===== src/rtl/dmem_access_ctrl.sv =====
// dmem_access_ctrl
//   Sequences MEM-stage loads and stores onto a single-port data memory
//   whose latency varies. The pipeline is stalled until the memory
//   acknowledges the access or the timeout expires.
//
//   State table:
//     state | meaning
//     IDLE  | waiting for an aligned memory op; stall asserts in the accept cycle
//     BUSY  | access on the bus (mem_en high); waiting for mem_ack or timeout
//     RESP  | one cycle with stall low so the instruction leaves MEM; req ignored
//
//   Ports:
//     clk, reset            rising-edge clock, async active-high reset
//     req_*                 MEM-stage instruction (valid, opcode, byte addr, rt data)
//     stall, misalign       combinational pipeline controls
//     bus_err               one-cycle pulse when an access times out
//     mem_*                 memory request (en/we/be/addr/wdata) and response (rdata/ack)
//     ld_valid/opcode/data  right-aligned raw load result for the WB extension unit
module dmem_access_ctrl #(
    parameter int unsigned TIMEOUT_CYC = 255,
    parameter int unsigned CNT_W       = 16
) (
    input  logic        clk,
    input  logic        reset,
    input  logic        req_valid,
    input  logic [5:0]  req_opcode,
    input  logic [31:0] req_addr,
    input  logic [31:0] req_wdata,
    output logic        stall,
    output logic        misalign,
    output logic        bus_err,
    output logic        mem_en,
    output logic        mem_we,
    output logic [3:0]  mem_be,
    output logic [31:0] mem_addr,
    output logic [31:0] mem_wdata,
    input  logic [31:0] mem_rdata,
    input  logic        mem_ack,
    output logic        ld_valid,
    output logic [5:0]  ld_opcode,
    output logic [31:0] ld_data
);

    typedef enum logic [1:0] {
        IDLE = 2'd0,
        BUSY = 2'd1,
        RESP = 2'd2
    } state_t;

    localparam logic [1:0] SZ_B = 2'd0;
    localparam logic [1:0] SZ_H = 2'd1;
    localparam logic [1:0] SZ_W = 2'd2;

    localparam logic [CNT_W-1:0] TO_LAST = CNT_W'(TIMEOUT_CYC - 1);

    state_t state_q, state_d;

    logic [5:0]       op_q, op_d;
    logic [1:0]       a_q, a_d;
    logic [CNT_W-1:0] cnt_q, cnt_d;
    logic             mem_en_q, mem_en_d;
    logic             mem_we_q, mem_we_d;
    logic [3:0]       mem_be_q, mem_be_d;
    logic [31:0]      mem_addr_q, mem_addr_d;
    logic [31:0]      mem_wdata_q, mem_wdata_d;
    logic             ld_valid_q, ld_valid_d;
    logic [5:0]       ld_opcode_q, ld_opcode_d;
    logic [31:0]      ld_data_q, ld_data_d;
    logic             bus_err_q, bus_err_d;

    logic        is_load, is_store, is_mem, mis_c, accept, timeout_c;
    logic [1:0]  sz_c;
    logic [3:0]  be_c;
    logic [31:0] wdata_c;
    logic [31:0] ld_align;

    // Request decode
    always_comb begin
        is_load  = 1'b0;
        is_store = 1'b0;
        sz_c     = SZ_B;
        case (req_opcode)
            6'b100000, 6'b100100: begin is_load  = 1'b1; sz_c = SZ_B; end
            6'b100001, 6'b100101: begin is_load  = 1'b1; sz_c = SZ_H; end
            6'b100011, 6'b100111: begin is_load  = 1'b1; sz_c = SZ_W; end
            6'b101000:            begin is_store = 1'b1; sz_c = SZ_B; end
            6'b101001:            begin is_store = 1'b1; sz_c = SZ_H; end
            6'b101011:            begin is_store = 1'b1; sz_c = SZ_W; end
            default: ;
        endcase
    end

    assign is_mem = is_load | is_store;
    assign mis_c  = ((sz_c == SZ_H) && req_addr[0]) ||
                    ((sz_c == SZ_W) && (req_addr[1:0] != 2'b00));
    assign accept = (state_q == IDLE) && req_valid && is_mem && !mis_c;
    assign timeout_c = (cnt_q == TO_LAST);

    // Lane generation; loads share the byte enables but never drive data
    always_comb begin
        be_c    = 4'b1111;
        wdata_c = 32'h0;
        case (sz_c)
            SZ_B: begin
                be_c    = 4'b0001 << req_addr[1:0];
                wdata_c = {4{req_wdata[7:0]}};
            end
            SZ_H: begin
                be_c    = req_addr[1] ? 4'b1100 : 4'b0011;
                wdata_c = {2{req_wdata[15:0]}};
            end
            default: begin
                be_c    = 4'b1111;
                wdata_c = req_wdata;
            end
        endcase
        if (!is_store) begin
            wdata_c = 32'h0;
        end
    end

    // Load right-alignment; op_q[1:0] encodes size for every load opcode
    always_comb begin
        ld_align = mem_rdata;
        case (op_q[1:0])
            2'b00:   ld_align = {24'h0, mem_rdata[{a_q, 3'b000} +: 8]};
            2'b01:   ld_align = {16'h0, a_q[1] ? mem_rdata[31:16] : mem_rdata[15:0]};
            default: ld_align = mem_rdata;
        endcase
    end

    // State and datapath registers
    always_ff @(posedge clk or posedge reset) begin
        if (reset) begin
            state_q     <= IDLE;
            op_q        <= 6'h0;
            a_q         <= 2'b00;
            cnt_q       <= '0;
            mem_en_q    <= 1'b0;
            mem_we_q    <= 1'b0;
            mem_be_q    <= 4'h0;
            mem_addr_q  <= 32'h0;
            mem_wdata_q <= 32'h0;
            ld_valid_q  <= 1'b0;
            ld_opcode_q <= 6'h0;
            ld_data_q   <= 32'h0;
            bus_err_q   <= 1'b0;
        end else begin
            state_q     <= state_d;
            op_q        <= op_d;
            a_q         <= a_d;
            cnt_q       <= cnt_d;
            mem_en_q    <= mem_en_d;
            mem_we_q    <= mem_we_d;
            mem_be_q    <= mem_be_d;
            mem_addr_q  <= mem_addr_d;
            mem_wdata_q <= mem_wdata_d;
            ld_valid_q  <= ld_valid_d;
            ld_opcode_q <= ld_opcode_d;
            ld_data_q   <= ld_data_d;
            bus_err_q   <= bus_err_d;
        end
    end

    // Next-state logic; an ack wins over a timeout in the same cycle
    always_comb begin
        state_d = state_q;
        case (state_q)
            IDLE:    if (accept) state_d = BUSY;
            BUSY:    if (mem_ack || timeout_c) state_d = RESP;
            RESP:    state_d = IDLE;
            default: state_d = IDLE;
        endcase
    end

    // Registered output and datapath next values
    always_comb begin
        op_d        = op_q;
        a_d         = a_q;
        cnt_d       = cnt_q;
        mem_en_d    = mem_en_q;
        mem_we_d    = mem_we_q;
        mem_be_d    = mem_be_q;
        mem_addr_d  = mem_addr_q;
        mem_wdata_d = mem_wdata_q;
        ld_valid_d  = 1'b0;
        ld_opcode_d = ld_opcode_q;
        ld_data_d   = ld_data_q;
        bus_err_d   = 1'b0;
        case (state_q)
            IDLE: begin
                if (accept) begin
                    op_d        = req_opcode;
                    a_d         = req_addr[1:0];
                    cnt_d       = '0;
                    mem_en_d    = 1'b1;
                    mem_we_d    = is_store;
                    mem_be_d    = be_c;
                    mem_addr_d  = {req_addr[31:2], 2'b00};
                    mem_wdata_d = wdata_c;
                end
            end
            BUSY: begin
                cnt_d = cnt_q + 1'b1;
                if (mem_ack) begin
                    mem_en_d = 1'b0;
                    // Loads are 100xxx, stores 101xxx
                    if (!op_q[3]) begin
                        ld_valid_d  = 1'b1;
                        ld_opcode_d = op_q;
                        ld_data_d   = ld_align;
                    end
                end else if (timeout_c) begin
                    mem_en_d  = 1'b0;
                    bus_err_d = 1'b1;
                end
            end
            RESP: begin
                cnt_d = '0;
            end
            default: ;
        endcase
    end

    // Combinational pipeline controls; forced low while reset is held
    always_comb begin
        stall    = 1'b0;
        misalign = 1'b0;
        if (!reset) begin
            stall    = accept || (state_q == BUSY);
            misalign = (state_q == IDLE) && req_valid && is_mem && mis_c;
        end
    end

    assign mem_en    = mem_en_q;
    assign mem_we    = mem_we_q;
    assign mem_be    = mem_be_q;
    assign mem_addr  = mem_addr_q;
    assign mem_wdata = mem_wdata_q;
    assign ld_valid  = ld_valid_q;
    assign ld_opcode = ld_opcode_q;
    assign ld_data   = ld_data_q;
    assign bus_err   = bus_err_q;

endmodule


===== config.mk =====
export PLATFORM = sky130hd
export DESIGN_NAME = dmem_access_ctrl
export DESIGN_NICKNAME = d
export VERILOG_FILES = /design/src/rtl/dmem_access_ctrl.sv
export SDC_FILE = /design/constraint.sdc
export NUM_CORES = 1
export LEC_CHECK = 0
export ABC_AREA = 1
export CORE_MARGIN = 1
export CORE_UTILIZATION = 49
export CTS_CLUSTER_SIZE = 16
export DETAILED_ROUTE_END_ITERATION = 7
export GPL_TIMING_DRIVEN = 0
export HOLD_SLACK_MARGIN = 0.02
export PLACE_DENSITY = 0.95
export SETUP_SLACK_MARGIN = 0.02
export SKIP_CTS_REPAIR_TIMING = 1
export SYNTH_ARGS = -nofsm -noshare
export SYNTH_HDL_FRONTEND = slang
export SYNTH_SLANG_ARGS = --single-unit

===== constraint.sdc =====
create_clock -name clk -period 8.9 [get_ports clk]
set_input_delay 1.335 -clock clk [delete_from_list [all_inputs] [get_ports clk]]
set_output_delay 1.335 -clock clk [all_outputs]
set_load 0.02 [all_outputs]

## Word-level counts from Yosys, hierarchy flattened

Index checks and enable logic that the tools add are counted.

| storage, ports and cells | value |
|---|---|
| flip-flop bits (word level) | 133 |
| input port bits | 106 |
| output and inout port bits | 112 |
| logic and storage cells | 87 |

| operators by class | value |
|---|---|
| $add $sub $neg | 1 |
| eq/ne operators | 18 |
| shift-type cells | 2 |
| muxes and demuxes | 26 |
| bitwise operators | 2 |
| reductions and logical operators | 25 |

Operators by type and width:

| kind | count |
|---|---|
| $pmux 32 s2 | 2 |
| $eq 6x6->1 const B | 9 |
| $pmux 16 s3 | 1 |
| $mux 16 | 2 |
| $mux 32 | 1 |
| $shiftx 32x6->8 | 1 |
| $add 16x1->16 const B | 1 |
| $eq 16x8->1 const B | 1 |
| $mux 1 | 13 |
| $reduce_or 3->1 | 3 |
| $pmux 2 s2 | 2 |
| $pmux 4 s2 | 1 |
| $eq 2x1->1 const B | 3 |
| $logic_and 1x1->1 | 6 |
| $logic_not 2->1 | 3 |
| $reduce_and 2->1 | 3 |
| $reduce_and 3->1 | 2 |
| $reduce_or 6->1 | 1 |
| $eq 2x2->1 const B | 2 |
| $mux 2 | 2 |
| $mux 4 | 1 |
| $ne 2x2->1 const B | 2 |
| $reduce_bool 2->1 | 2 |
| $shl 1x2->4 const A | 1 |
| other kinds (7) | 9 |

## Depth between registers and ports, before layout

| depth | value |
|---|---|
| depth after elaboration | 10 |
| mapped depth | 11 |
| depth with buffers taken out | 10 |

## Worst setup path before layout

OpenSTA, ideal clock, no wires.

| timing | value |
|---|---|
| kind | input-to-output |
| start | input req_opcode[1] |
| end | output stall |
| arrival time | 2.357 ns |
| required time | 7.565 ns |
| slack | 5.208 ns |
| cell stages on the path | 8 |
| path through | buf_4 nand2_1 nand3_1 nor2_2 nand2_2 buf_6 buf_6 a21oi_2 |

| between the ends | value |
|---|---|
| cells in the longest elaborated chain, start to end | 10 |
| elaborated cells on any way between the ends | 27 |
| those cells by class | 11 x eq/ne; 4 x mux; 1 x bitwise; 11 x reduce/logical |

Ends and longest elaborated chain:

| item | RTL line | text |
|---|---|---|
| from (decl) | 26 | `input logic [5:0] req_opcode,` |
| $eq 6x6->1 | 82 | `case (req_opcode)` |
| $reduce_or 3->1 (no line) | - |  |
| $pmux 2 s2 | 82 |  |
| $eq 2x1->1 / $eq 2x2->1 (equally long branches) | 94, 95 |  |
| $logic_and 1x1->1 (on tied branches) | 94, 95 |  |
| $logic_or 1x1->1 | 94 | `assign mis_c = ((sz_c == SZ_H) && req_addr[0]) \|\|` |
| $logic_not 1->1 | 96 | `assign accept = (state_q == IDLE) && req_valid && is_mem && !mis_c;` |
| $logic_and 1x1->1 (*) | 96 |  |
| $logic_or 1x1->1 (*) | 230 | `stall = accept \|\| (state_q == BUSY);` |
| $mux 1 (*) | 229 | `if (!reset) begin` |
| to (decl) | 29 | `output logic stall,` |

Every way passes the cells marked *; elsewhere a longest branch is shown, timed or not.

## Worst setup path after layout

| timing | value |
|---|---|
| start | input req_opcode[4] |
| end | output stall |

Same word-level chain as after synthesis.

==> impl_metrics.yaml <==
setup_path:
  max_stage_delay_ps: 620
  path_class: "in2out"
  rr_worst_depth: 6
  r2r-start: "state_q[0]$_DFFE_PP0P_"
  crit_buf_inv: 6
  r2r_slack_ps: 7150
  crit_fanout: 10
  crit_required_ps: 7570
  arrival_ps: 3480
  path_cells: "clkdlybuf4s50_1, inv_1, nand2_1, inv_1, nand2_1, nor2_2, nand2_2, buf_6, buf_6, a21oi_2, clkdlybuf4s50_1"
  end_kind: "primary output"
  slowest_stage: "clkdlybuf4s50_1"
  setup.worst_path.start_class: "input port"
  reg2reg_to: "ld_data[14]$_DFFE_PP0P_"
  path_delay_family: "buffers and inverters"
place:
  dp_hpwl_mm: 13.5
  port-buffer-count: 213
  dp_cells: 1200
  gp_congestion: 0.873
sta:
  min_period_over_period: 0.541
  timing.final.max_slew_violations: 0
  max_slew.worst_pin.slew_ps: 617
  maxSlewHeadroom: 0.586
  final.setup.tns_ps: 0
  rsz0062_at_grt: "no"
  setup_viol: 0
  fin_skew_ps: 15.0
  clock.fmax_mhz: 208
  hold_violations: 0
  fin_crit_ps: 4810
route:
  drt_iter0_drc: 464
  avgViaCountPerCell: 5.09
  vias: 6273
  antenna_left: 0
  first_pass_iters: 7
  drc: 0
  wl_per_cell_um: 15.1
  drt_wl_total_mm: 18.6
power_and_ir_drop:
  p_per_area_nw_per_um2: 222
  max-vdd-ir-drop_mv: 0.184
  leakage_nw: 4.58
logic_synthesis:
  synthArstFlopShare: 1.00
  syn_avg_cell_area_um2: 7.83
  yosysSeqAreaShare: 0.523
  synthTopCellsByArea: "dfrtp_1 52%, nand2_1 20%, o21ai_0 5.8%, inv_1 4.4%, nor2_1 3.3%"
  yosysTopAreaCell: "dfrtp_1"
  ys_ff_latch: 133
  ys.flop_type: "dfrtp_1"
  synthCells: 812
  synth_area_um2: 6360
  synth_top_area_frac: 0.523
  synth_edf_count: 0
  synth.distinct_cells: 35
  ys_warn_count: 0
clock_network:
  cts_tree: "yes"
  clk_pin_slew_ps: 50
  root_buffer: "clkbuf_16"
  clock_sinks: 133
  clock_path_buffers: 2
  numCtsBuffers: 17
  clk-insertion-delay-late_ps: 420
  h-tree-depth: 4
finish:
  fin_util: 0.741
  final_cell_mix: "341 x nand2_1, 213 x clkdlybuf4s50_1, 133 x dfrtp_1, 74 x o21ai_0, 73 x inv_1"
  finalNonFillerCells: 1232
  area_delta_synth_final_pct: 47.1
  n_antenna_cell: 0
  drive_above_1_share: 0.0811
  final_common_cell: "nand2_1"
  nNetsFinal: 1155
grt:
  grt_pass1_wl_mm: 29.7
  gr-usage-all-layers: 0.290
  overflow: 0
  grt_max_degree: 84
  grt_pass1_vias: 6302
  grt_antenna_before_repair: 0
floorplan:
  die_area_um2: 13400
  start_util: 0.504
  die_width_um: 116
  num_io_pins: 218
  die_h_um: 116
  core_um2: 12600
  num_rows: 41
flow_run:
  cap_violations: 0
hold_path:
  min_path_type: "reg2reg"
  hold_depth: 2
  hold_path_end: "op_q[5]$_DFFE_PP0P_"
  min_from: "op_q[5]$_DFFE_PP0P_"
run_status:
  status: "completed"
-- logic make-up (layout without fill, tap and decap cells) --
logic type / Yosys count / after routing / synth area share
DFF: 133 / 133 / 0.523
buffers and inverters: 113 / 359 / 0.0891
adders and majority gates: 2 / 2 / 0.00393
other: 1 / 3 / 0.000590
AOI/OAI and AO/OA: 114 / 114 / 0.100
and+or+nand+nor: 449 / 449 / 0.283
-- through the flow --
stage / area [um^2] / hold slack (ps) / setup slack [ps] / power, mW
floorplan: 6370 / 419 / 4010 / 1.07
global placement: 8710 / 434 / 2070 / 1.35
detailed placement: 8750 / 438 / 4100 / 1.38
CTS: 9350 / 451 / 4090 / 2.09
global route: 9350 / 485 / 4030 / 2.18
finish: 9350 / 449 / 4090 / 2.08
-- worst register-to-register path: stages (launching register included) --
cell     delay [ps]
dfrtp_1         350
inv_1           100
nor2_4          250
nand2_2         160
nor3_2          500
a22oi_1         160
o21ai_0         130
-- Yosys cell counts (all sizes together) (3+ instances only) --
cell      n
nand2   344
dfrtp   133
o21ai    82
inv      77
nor2     60
nand3    31
buf      29
a21oi    20
a22oi     7
clkbuf    7
or2       6
nand4     3
nor3      3
-- worst max-delay path by stage --
| stage | startpoint | to | slack, ps | cells past startpoint |
|---|---|---|---|---|
| after floorplan | reset | a_q[0]$_DFFE_PP0P_ | 4010 | 1 |
| after global placement | reset | mem_addr[14]$_DFFE_PP0P_ | 2070 | 2 |
| after detailed placement | req_opcode[2] | stall | 4100 | 10 |
| after CTS | req_opcode[0] | stall | 4090 | 10 |
| after global routing | req_opcode[0] | stall | 4030 | 10 |
| final | req_opcode[4] | stall | 4090 | 11 |
-- cell type report --
cell class              count  area, um^2
plain buffers              36         278
clock buffers              25         515
flip-flops and latches    133        3330
multi-input cells         568        2470
inverters                  77         294
clock inverters             7        92.6
well taps                 172         215
repair buffers            214        2160
fillers                   918        3270
-- flip-flops by register name, indices dropped and copies added, names as in the netlist --
name       cells
mem_en         1
ld_valid       1
bus_err        1
op_q           6
ld_opcode      5
cnt_q         16
mem_addr      30
mem_be         4
state_q        2
a_q            2
ld_data       32
mem_wdata     32
mem_we         1
-- per-layer routing --
layer  track usage  wire length (um)  vias up
met4         0.133               567        0
met1         0.347              7240     2942
met3        0.0842              1500       47
met5             0                 0        -
li1              -                 -     2997
met2         0.483              9250      287
-- where the power goes --
part | switching (mW) | internal [mW] | leakage, nW
sequential | 0.0638 | 0.712 | 1.74
combinational | 0.319 | 0.277 | 2.55
clock | 0.251 | 0.456 | 0.292
(Power assumes the default switching activity.)
